File: src/rtl/input_conditioner.sv
// Two-flop synchronizers for slide switches and buttons, plus per-button debounce with press/release pulses.
// Define SWITCH_SNAPSHOT_EN to latch switch data only after a debounced button2 press.
module input_conditioner #(
  parameter int unsigned DEBOUNCE_CYCLES = 500000
) (
  input  logic       clk,
  input  logic       reset,
  input  logic [7:0] switch1_raw,
  input  logic [2:0] button_raw,
  output logic [7:0] switch1,
  output logic [2:0] btn_level,
  output logic [2:0] btn_press,
  output logic [2:0] btn_release
);

  localparam int unsigned CntW = $clog2(DEBOUNCE_CYCLES);
  localparam logic [CntW-1:0] CntMax = CntW'(DEBOUNCE_CYCLES - 1);

  logic [7:0] sw_meta_q, sw_sync_q;
  logic [2:0] btn_meta_q, btn_sync_q;

  always_ff @(posedge clk or negedge reset) begin
    if (!reset) begin
      sw_meta_q  <= '0;
      sw_sync_q  <= '0;
      btn_meta_q <= '0;
      btn_sync_q <= '0;
    end else begin
      sw_meta_q  <= switch1_raw;
      sw_sync_q  <= sw_meta_q;
      btn_meta_q <= button_raw;
      btn_sync_q <= btn_meta_q;
    end
  end

  logic [2:0]      stable_q, stable_d;
  logic [2:0]      press_q, press_d;
  logic [2:0]      release_q, release_d;
  logic [CntW-1:0] cnt_q [3];
  logic [CntW-1:0] cnt_d [3];

  // Pulses are produced alongside the stable update so they line up with the new level.
  always_comb begin
    stable_d  = stable_q;
    press_d   = '0;
    release_d = '0;
    for (int i = 0; i < 3; i++) begin
      cnt_d[i] = '0;
      if (btn_sync_q[i] != stable_q[i]) begin
        if (cnt_q[i] == CntMax) begin
          stable_d[i]  = btn_sync_q[i];
          press_d[i]   = btn_sync_q[i];
          release_d[i] = ~btn_sync_q[i];
        end else begin
          cnt_d[i] = cnt_q[i] + 1'b1;
        end
      end
    end
  end

  always_ff @(posedge clk or negedge reset) begin
    if (!reset) begin
      stable_q  <= '0;
      press_q   <= '0;
      release_q <= '0;
      for (int i = 0; i < 3; i++) begin
        cnt_q[i] <= '0;
      end
    end else begin
      stable_q  <= stable_d;
      press_q   <= press_d;
      release_q <= release_d;
      for (int i = 0; i < 3; i++) begin
        cnt_q[i] <= cnt_d[i];
      end
    end
  end

  assign btn_level   = stable_q;
  assign btn_press   = press_q;
  assign btn_release = release_q;

`ifdef SWITCH_SNAPSHOT_EN
  logic [7:0] switch1_q;

  always_ff @(posedge clk or negedge reset) begin
    if (!reset) begin
      switch1_q <= '0;
    end else if (press_q[1]) begin
      switch1_q <= sw_sync_q;
    end
  end

  assign switch1 = switch1_q;
`else
  assign switch1 = sw_sync_q;
`endif

endmodule

File: config.mk
export PLATFORM = sky130hd
export DESIGN_NAME = input_conditioner
export DESIGN_NICKNAME = d
export VERILOG_FILES = /design/src/rtl/input_conditioner.sv
export SDC_FILE = /design/constraint.sdc
export NUM_CORES = 1
export LEC_CHECK = 0
export BUFFER_PORTS_ARGS = -buffer_cell sky130_fd_sc_hd__buf_2
export CAP_MARGIN = 25
export CORE_MARGIN = 5
export CORE_UTILIZATION = 37
export CTS_BUF_LIST = sky130_fd_sc_hd__clkbuf_4 sky130_fd_sc_hd__clkbuf_8
export CTS_CLUSTER_DIAMETER = 30
export DETAILED_ROUTE_END_ITERATION = 12
export PLACE_DENSITY = 0.61
export SYNTH_ARGS = -nofsm -noshare
export SYNTH_HDL_FRONTEND = slang
export SYNTH_SLANG_ARGS = --single-unit
File: constraint.sdc
create_clock -name clk -period 2.13 [get_ports clk]
set_input_delay 0.426 -clock clk [delete_from_list [all_inputs] [get_ports clk]]
set_output_delay 0.426 -clock clk [all_outputs]
set_load 0.02 [all_outputs]
# == Word-level counts from Yosys, hierarchy flattened ==
# Index checks and enable logic that the tools add are counted.
# word_totals
regBits,88
inputBits,13
# classes
n_bitwise,3
mux,18
eq_ne,6
n_addsub,3
reduce_logical,3
# op_table
op,n
$mux W19,6
$add A19 B1 Y19 const B,3
$eq A19 B19 Y1 const B,3
$mux W1,12
$reduce_and A2 Y1,3
$ne A1 B1 Y1,3
$not A1 Y1,3

# == Depth between registers and ports, before layout ==
# Gate-level depths: netlist of the first run.
# logic_depth
ltp_word,3
mapped_depth,6
ltp_nobuf,5

# == Worst setup path after synthesis of the first run ==
# Ideal clock, no wire load.
# synth_path
kind,flip-flop to flip-flop
from,register cnt_q[5] (netlist bit)
to,register cnt_q[17] (netlist bit)
setup_time_ns,0.078
arrival_ns,1.775
stages_incl_launch_ff,6
setup_slack_ns,0.277
t_required_ns,2.052
cell_sequence,dfrtp_1 -> nand4_2 -> or4_1 -> buf_2 -> or4_1 -> a21oi_1
# synth_lines
item,line,source
from (decl),39,logic [CntW-1:0] cnt_q [3];
"from (signal, indexed assignment)",74,cnt_q[i] <= cnt_d[i];

==> results.md, run 1 <==
* Root Buffer: clkbuf_8
* Top Metal Used: met4
* Post CTS Setup Buffer Count at 0
* Min Tclk post-route at a little under 2 ns
* Effective utilization at floorplan at 0.380
* Core area at 9820 sq um
* M1 WL at ~3300 um
* Max_slew headroom at 0.637
* Ant. Diodes at 0
* CP Class: reg -> reg
* Design Area, Final at around 4300 sq um
* Rows at 36
* Area Overhead vs Synth at 16.1%
* Share of cells above drive strength 1 at 0.186
* Drt total wl at around 6700 um
* Final setup viols at 0
* FILL cells at 961
* Count of cell types in the netlist at 36
* Syn Std Cell Area at 3730 sq um
* Largest net degree at the start of global routing at 39
* Routed WL per cell at 12.7 um
* GPL Wtd Cong at approximately 0.8
* Status: completed
* Met3 wire length at 311 um
* Slew @ Worst Pin at ~0.54 ns
* Fin cells at 525
* Critical path origin: cnt_q[5]
* Synth Register Bits at 88
* H-tree depth at 3
* Multi-input gate area at 1470 sq um
* Clock buffer depth at 2
* Final hold vios at 0
* Most instantiated cells after synthesis: dfrtp_1, nor2_1, xnor2_1
* Met2 wire length at 3020 um
* FF-to-FF Start: cnt_q[5]
* Dominant cells by area after synthesis: dfrtp_1, xnor2_1, nor2_1, xor2_1, nand4_1
* Clock slew at reported path FFs at 0.10 ns
* HP Class: in -> async
* Placed inst area at 4130 sq um
* VDD IR max at 363 uV
* CTS buffer count at 9
* Syn Area/Cell at between 10 and 15 sq um
* Max-slew violations at 0
* GRT Util Overall at 0.127
* IO Count at 30
* Vias/cell at 4.88
* Max-Cap Viols at 0
* Max stage delay cell, worst path: or4_4
* Via count at ~2600
* Crit start category: flop
* FFs w/ async S/R, synth at 1.00
* Internal reg-to-reg setup slack at around 0.18 ns
* Cell with the most instances after synthesis: dfrtp_1
* Vias in the first global route at 2582
* Full die area at 12200 sq um
* R2R depth at 4
* Port bufs at 29
* DRC at 0
* Power per cell area at approximately 700 nW/um^2
* Die height at 110 um
* Setup ws final at 0.179 ns
* Final clock skew at 0.0176 ns
* Post-synth EDFFs at 0
* Initial DRC count at 111
* Worst EP required at roughly 2.4 ns
* Leak at about 1.8 nW
* Die Wd at 110 um
* Synth top area share at 0.591
* Worst setup EP type: flop
* TritonCTS clock tree: built
* R2R Path End: cnt_q[17]
* Total grt overflow at 0
* Register Area at approximately 2200 sq um
* Cell count after synthesis at 338
* Worst Path Arrival at between 2 and 2.5 ns
* First-pass DRT Iterations at 4
* Synth Flop Type: dfrtp_1
* Crit path cell chain: nand4_2, or4_4, or4_1, a21oi_1
* Nets at around 400
* Unrepaired setup endpoints after global routing: false
* Worst stage delay on the critical path at 0.57 ns
* Worst-skew pair later-pin latency at 0.36 ns
* Crit path max fanout at 7
* Dpl ws at between 0.1 and 0.15 ns
* YS warnings at 0
* Antenna violations before repair at 0
* Period utilisation layout at 0.916
* Largest area contributor in the netlist: dfrtp_1
* Syn nets at ~350
* Dpl cells at 509
* Sink Count at approximately 90
* DP HPWL at 4770 um
* First-pass GRT wire length at 12000 um
* ANT nets after route at 0
* Seq/Total Area, Yosys at 0.591
* Setup TNS at 0 ns
* Peak Freq at 0.512 GHz
* Critical path endpoint: cnt_q[17]
## routing by layer
metal,track usage,up-vias
met2,0.194,43
met1,0.167,1229
li1,-,1284
met4,0.0422,0
met3,0.0495,4
met5,0,-
## cell type report
type / count / area share
Sequential cell: 88 / 0.509
Timing Repair Buffer: 43 / 0.0584
Clock inverter: 6 / 0.0159
Clock buffer: 10 / 0.0303
Tap cell: 133 / 0.0384
Inverter: 9 / 0.00780
Multi-Input combinational cell: 236 / 0.340
## sequential cells by signal, summed over array words and instances (netlist names)
| signal | count |
|---|---|
| btn_level | 3 |
| btn_meta_q | 3 |
| btn_press | 3 |
| btn_release | 3 |
| btn_sync_q | 3 |
| cnt_q | 57 |
| sw_meta_q | 8 |
| switch1 | 8 |
## cell families after synthesis
logic type      Yosys count  synth area share
flops                    88             0.591
compound gates           25            0.0399
fa+ha+maj                 3            0.0101
buf+inv                  14            0.0148
xor+xnor                 43             0.101
mux                       3           0.00906
simple gates            162             0.234
## how the worst min path moves through the flow
| stage | from | end | slack (ns) |
|---|---|---|---|
| after CTS | reset | cnt_q[31] | 0.01 |
| after detailed placement | sw_meta_q[7] | switch1[7] | 0.34 |
| final | reset | cnt_q[31] | 0.01 |
| after global placement | sw_meta_q[1] | switch1[1] | 0.33 |
| after global routing | reset | cnt_q[27] | 0.03 |
| after floorplan | reset | btn_level[0] | 0.13 |
## where the power goes
group	switching, W	internal [W]	total (W)
Clock	0.000581	0.000561	0.00114
Sequential	0.0000242	0.00170	0.00173
Combinational	0.0000805	0.0000399	0.000120
Total	0.000686	0.00230	0.00299
## through the flow
| step | hold WS [ns] | util | total power (W) |
|---|---|---|---|
| 3_5_place_dp | 0.337 | 0.420 | 0.00189 |
| 3_3_place_gp | 0.332 | 0.420 | 0.00188 |
| 5_1_grt | 0.0283 | 0.441 | 0.00315 |
| 2_1_floorplan | 0.130 | - | 0.00180 |
| 6_report | 0.0134 | 0.441 | 0.00299 |
| 4_1_cts | 0.0108 | 0.440 | 0.00306 |
## worst max-delay path: cells and delay by family (launching register included)
kind / cells / cell delay (ns)
simple gates: 3 / 1.25
compound gates: 1 / 0.17
flops: 1 / 0.45
## cells in the final DEF, fill, tap and decap left out, drive strengths merged, types with 4 or more instances in the layout
master  synthesis  layout
dfrtp          88      88
nor2           46      46
buf             1      43
xnor2          32      32
nand2          19      19
nand3          18      18
nand4          15      15
nor4           12      12
xor2           11      11
a21oi          11      11
nor3           10      10
inv             9      10
clkbuf          4      10
or3             9       9
o21ai           9       9
or4             7       7
nor3b           6       6
o31ai           4       4
## timing repair
action                                  4_1_cts  5_1_grt
endpoints found under the setup margin        0        1
resized for setup                             0        1
hold buffers                                  0        0
No activity file was read; power rests on OpenSTA's default activity.
==> run 2, diff against run 1 <==
--- a/config.mk
+++ b/config.mk
@@ -9,2 +9,3 @@
 export CAP_MARGIN = 25
+export CORE_ASPECT_RATIO = 1.4
 export CORE_MARGIN = 5
@@ -14,2 +15,3 @@
 export DETAILED_ROUTE_END_ITERATION = 12
+export HOLD_SLACK_MARGIN = 0.08
 export PLACE_DENSITY = 0.61
==> constraint.sdc (replaced) <==
create_clock -name clk -period 2.13 [get_ports clk]
set_input_delay 0.1065 -clock clk [delete_from_list [all_inputs] [get_ports clk]]
set_output_delay 0.1065 -clock clk [all_outputs]
set_load 0.02 [all_outputs]
==> results.md, run 2 (synthesis results as in run 1) <==
* Status: completed (unchanged)
* Leak at 1.84 nW (was 1.79 nW)
* Final setup viols at 0 (unchanged)
* Max_slew headroom at 0.579 (was 0.637)
* First-pass GRT wire length at 12500 um (was 12000 um)
* Via count at 2660 (was 2560)
* Die Wd at 94.8 um (was 110 um)
* GPL Wtd Cong at 0.886 (was 0.808)
* Final clock skew at 0.00965 ns (was 0.0176 ns)
* Clock slew at reported path FFs at 0.08 ns (was 0.10 ns)
* Period utilisation layout at 0.929 (was 0.916)
* Vias/cell at 4.95 (was 4.88)
* Initial DRC count at 126 (was 111)
* Slew @ Worst Pin at 0.626 ns (was 0.540 ns)
* VDD IR max at 300 uV (was 363 uV)
* Routed WL per cell at 13.2 um (was 12.7 um)
* Commonest non-fill, non-tap cell in the layout: dfrtp_1 (unchanged)
* Max-Cap Viols at 0 (unchanged)
* First-pass DRT Iterations at 4 (unchanged)
* Ant. Diodes at 0 (unchanged)
* Final hold vios at 0 (unchanged)
* Worst setup EP type: flop (unchanged)
* IO Count at 30 (unchanged)
* GRT Util Overall at 0.131 (was 0.127)
* Nets at 414 (was 403)
* Area Overhead vs Synth at 19.6% (was 16.1%)
* Die height at 129 um (was 110 um)
* Drt total wl at 7070 um (was 6670 um)
* CTS buffer count at 9 (unchanged)
* R2R depth at 4 (unchanged)
* Sink Count at 88 (unchanged)
* Worst EP required at 2.37 ns (was 2.40 ns)
* Crit start category: flop (unchanged)
* Total grt overflow at 0 (unchanged)
* Max-slew violations at 0 (unchanged)
* Antenna violations before repair at 0 (unchanged)
* Effective utilization at floorplan at 0.377 (was 0.380)
* Hold_ws at 0.274 ns (was 0.0134 ns)
* CP Class: reg -> reg (unchanged)
* Port bufs at 29 (unchanged)
* FILL cells at 978 (was 961)
* Vias in the first global route at 2727 (was 2582)
* DP HPWL at 5090 um (was 4770 um)
* Worst Path Arrival at 2.22 ns (about the same)
* ANT nets after route at 0 (unchanged)
* Setup TNS at 0 ns (unchanged)
* Worst-skew pair later-pin latency at 0.35 ns (was 0.36 ns)
* Clock buffer depth at 2 (unchanged)
* Crit path max fanout at 4 (was 7)
* HP Class: in -> async (unchanged)
* H-tree depth at 3 (unchanged)
* Full die area at 12200 sq um (about the same)
* Reg with most FFs: cnt_q (unchanged)
* Post CTS Setup Buffer Count at 0 (unchanged)
* Resized Gates After CTS at 0 (unchanged)
* Root Buffer: clkbuf_8 (unchanged)
* DRC at 0 (unchanged)
* Unrepaired setup endpoints after global routing: false (unchanged)
* Power per cell area at 683 nW/um^2 (was 691 nW/um^2)
* Max reg flops at 57 (unchanged)
* Peak Freq at 0.505 GHz (was 0.512 GHz)
* Core area at 9900 sq um (was 9820 sq um)
* TritonCTS clock tree: built (unchanged)
* Rows at 43 (was 36)
* Largest net degree at the start of global routing at 41 (was 39)
* Min Tclk post-route at 1.98 ns (was 1.95 ns)
* Most frequent cells in the layout: dfrtp_1, nor2_1, xnor2_1 (unchanged)
* Share of cells above drive strength 1 at 0.174 (was 0.186)
run 2: cell types whose count changed in the layout (fill, tap and decap cells not counted), sizes merged:
cell	before	now
dlygate4sd3	0	12
clkinv	3	2
clkbuf	10	12
clkinvlp	1	0
buf	43	42
inv	10	9
run 2: worst paths after layout:
check	to	slack, ns	from
setup / recovery	btn_level[2]	0.15	cnt_q[9]
hold / removal	switch1[4]	0.27	reset
setup reg to reg	btn_level[2]	0.15	cnt_q[9]
hold reg to reg	switch1[2]	0.35	sw_meta_q[2]
max in group asynchronous	btn_level[1]	1.28	reset
min in group clk	switch1[2]	0.35	sw_meta_q[2]
run 2: power breakdown:
group	internal, W	total [W]	leakage [nW]	switching (W)
sequential	0.00170	0.00173	1.17	0.0000247
clock	0.000628	0.00118	0.108	0.000550
combinational	0.0000554	0.000137	0.563	0.0000819
run 2: layer usage:
layer	vias to the layer above	part of all wire	global-route usage
met5	-	0	0
li1	1298	-	-
met1	1307	0.42	0.158
met2	44	0.51	0.219
met4	0	0.022	0.0654
met3	11	0.042	0.0304
run 2: through the flow:
stage          cell area [sq um]  worst slack, ns  total power (W)  cells   util
6_report                    4460            0.152          0.00304    537  0.450
3_5_place_dp                4130            0.144          0.00189    510  0.417
3_3_place_gp                4130            0.157          0.00188    510  0.417
5_1_grt                     4460           0.0207          0.00321    537  0.450
2_1_floorplan               3730            0.277          0.00180    338      -
4_1_cts                     4460            0.150          0.00311    537  0.450
run 2: cell type report:
cell class	count	area, sq um	share of cell area
clock inverter	3	40.0	0.00898
sequential	88	2200	0.494
tap	135	169	0.0379
inverter	9	33.8	0.00758
multi-input combinational	236	1470	0.330
timing repair buffer	54	378	0.0848
clock buffer	12	165	0.0370
run 2: timing repair:
action,4_1_cts,5_1_grt
endpoints found under the hold margin,49,0
setup endpoints to repair,0,0
hold buffers,12,0
run 2: worst max-delay path: stages (launching register included):
cell and delay, ns:
dfrtp_1 0.44, nor4b_1 0.40, nand2_1 0.11, or4_1 0.61, mux2_2 0.30
==> run 3, diff against run 2 <==
- BUFFER_PORTS_ARGS: -buffer_cell sky130_fd_sc_hd__buf_2 -> -buffer_cell sky130_fd_sc_hd__buf_4
==> results.md, run 3 (synthesis results as in run 1) <==
* Status: completed (unchanged)
* Critical path origin: cnt_q[5] (was cnt_q[9])
* Crit path max fanout at 7 (was 4)
* Unrepaired setup endpoints after global routing: false (unchanged)
* Max-Cap Viols at 0 (unchanged)
* Clock power frac at 0.368 (was 0.387)
* Final setup viols at 0 (unchanged)
* Port bufs at 29 (unchanged)
* Setup TNS at 0 ns (unchanged)
* HP Class: in -> async (unchanged)
* Final clock skew at 0.00984 ns (was 0.00965 ns)
* Core area at 9900 sq um (unchanged)
* Resized Gates After CTS at 0 (unchanged)
* Routed WL per cell at 13.6 um (was 13.2 um)
* Most used cell, CP: or4_1
* Dpl ws at 0.149 ns (was 0.144 ns)
* Pint at 0.00230 W (was 0.00239 W)
* Worst EP required at 2.41 ns (was 2.37 ns)
* Area Overhead vs Synth at 21.0% (was 19.6%)
* Sink Count at 88 (unchanged)
* Placed inst area at 4200 sq um (was 4130 sq um)
* Logic pwr share at 0.050 (was 0.045)
* Worst setup EP type: flop (unchanged)
* Reg with most FFs: cnt_q (unchanged)
* Final hold vios at 0 (unchanged)
* Max stage delay cell, worst path: or4_1 (unchanged)
* Root Buffer: clkbuf_8 (unchanged)
* GPL Wtd Cong at 0.890 (was 0.886)
* Share of cells above drive strength 1 at 0.176 (was 0.174)
* Post CTS Setup Buffer Count at 0 (unchanged)
* Largest net degree at the start of global routing at 48 (was 41)
* Family with the most delay on the worst path: simple AND/OR/NAND/NOR gates (unchanged)
* Rows at 43 (unchanged)
* First-pass GRT wire length at 13100 um (was 12500 um)
* Effective utilization at floorplan at 0.377 (unchanged)
* CP Class: reg -> reg (unchanged)
* Nets at 414 (unchanged)
* TritonCTS clock tree: built (unchanged)
* Drt total wl at 7300 um (was 7070 um)
* Worst stage delay on the critical path at 0.62 ns (was 0.61 ns)
* Worst-skew pair later-pin latency at 0.35 ns (about the same)
* Cts hold-fix bufs at 12 (unchanged)
* Clock slew at reported path FFs at 0.09 ns (was 0.08 ns)
* Period utilisation layout at 0.936 (was 0.929)
* R2R depth at 4 (unchanged)
* GRT Util Overall at 0.136 (was 0.131)
* Crit path cell chain: nand4_2, or4_1, or4_1, a21oi_1 (was nor4b_1, nand2_1, or4_1, mux2_2)
* R2R Path End: cnt_q[17] (was btn_level[2])
* Initial DRC count at 87 (was 126)
* Most frequent cells in the layout: dfrtp_1, nor2_1, buf_4 (was dfrtp_1, nor2_1, xnor2_1)
* Max_slew headroom at 0.592 (was 0.579)
* FF-to-FF Start: cnt_q[5] (was cnt_q[9])
* DRC at 0 (unchanged)
* Max-slew violations at 0 (unchanged)
* Vias/cell at 4.95 (about the same)
* FILL cells at 975 (was 978)
* DP HPWL at 5080 um (was 5090 um)
* Crit path buffers/inverters at 0 (unchanged)
* CTS buffer count at 9 (unchanged)
* VDD IR max at 352 uV (was 300 uV)
* ANT nets after route at 0 (unchanged)
* IO Count at 30 (unchanged)
* Net switching power at 0.000676 W (was 0.000657 W)
* Register Area at 2200 sq um (unchanged)
* Clock buffer depth at 2 (unchanged)
* Antenna violations before repair at 0 (unchanged)
* Total grt overflow at 0 (unchanged)
* H-tree depth at 3 (unchanged)
* Die Wd at 94.8 um (unchanged)
* Worst Path Arrival at 2.28 ns (was 2.22 ns)
* Ant. Diodes at 0 (unchanged)
* Min Tclk post-route at 1.99 ns (was 1.98 ns)
* Leak at 1.85 nW (was 1.84 nW)
* Commonest non-fill, non-tap cell in the layout: dfrtp_1 (unchanged)
* Reg power frac at 0.582 (was 0.568)
* Multi-input gate area at 1470 sq um (unchanged)
* Setup ws final at 0.136 ns (was 0.152 ns)
* First-pass DRT Iterations at 4 (unchanged)
* Design Area, Final at 4510 sq um (was 4460 sq um)
* Die height at 129 um (unchanged)
* Max reg flops at 57 (unchanged)
* Internal reg-to-reg setup slack at 0.14 ns (was 0.15 ns)
* Sw frac at 0.228 (was 0.216)
* Vias in the first global route at 2783 (was 2727)
* Full die area at 12200 sq um (unchanged)
* Peak Freq at 0.502 GHz (was 0.505 GHz)
* Crit start category: flop (unchanged)
* Via count at 2663 (was 2660)
* Slew @ Worst Pin at 0.612 ns (was 0.626 ns)
* Power per cell area at 659 nW/um^2 (was 683 nW/um^2)
run 3: changes by cell type in the layout (fill, tap and decap cells not counted), sizes merged:
cell    before  now
clkinv       2    3
bufinv       1    0
clkbuf      12   13
run 3: metal layers:
layer,global-route usage,vias to the layer above,share of wire
li1,-,1309,-
met1,0.174,1300,0.45
met2,0.218,42,0.50
met3,0.0281,12,0.031
met4,0.0663,0,0.020
met5,0,-,0
run 3: worst register-to-register path: stages (launching register included):
cell and delay [ns]:
dfrtp_1 0.45, nand4_2 0.19, or4_1 0.62, or4_1 0.51, a21oi_1 0.16
run 3: worst max path at each step:
stage,cells after the start,slack [ns],end
after floorplan,5,0.28,cnt_q[17]
after global placement,5,0.21,cnt_q[18]
after detailed placement,4,0.15,cnt_q[17]
after CTS,4,0.15,cnt_q[17]
after global routing,4,0.009,btn_level[2]
final,4,0.14,cnt_q[17]
run 3: power by group through the flow:
stage	clock network, W	logic [W]	registers, W
after global placement	0	0.000133	0.00176
after global routing	0.00120	0.000169	0.00174
after CTS	0.00113	0.000154	0.00173
after detailed placement	0	0.000135	0.00176
after floorplan	0	0.0000384	0.00177
final	0.00109	0.000149	0.00173
run 3: per-stage QoR:
step	power [W]	std cells	utilization	hold slack, ns
2_1_floorplan	0.00180	338	-	-0.189
3_3_place_gp	0.00190	510	0.425	0.161
3_5_place_dp	0.00190	510	0.425	0.173
4_1_cts	0.00301	538	0.456	0.328
5_1_grt	0.00311	538	0.456	0.357
6_report	0.00297	538	0.456	0.325
run 3: final cells by class:
class | count | share of cell area
inverter | 9 | 0.00749
tap | 135 | 0.0374
clock buffer | 13 | 0.0383
clock inverter | 3 | 0.00333
sequential | 88 | 0.488
multi-input combinational | 236 | 0.326
timing repair buffer | 54 | 0.0993
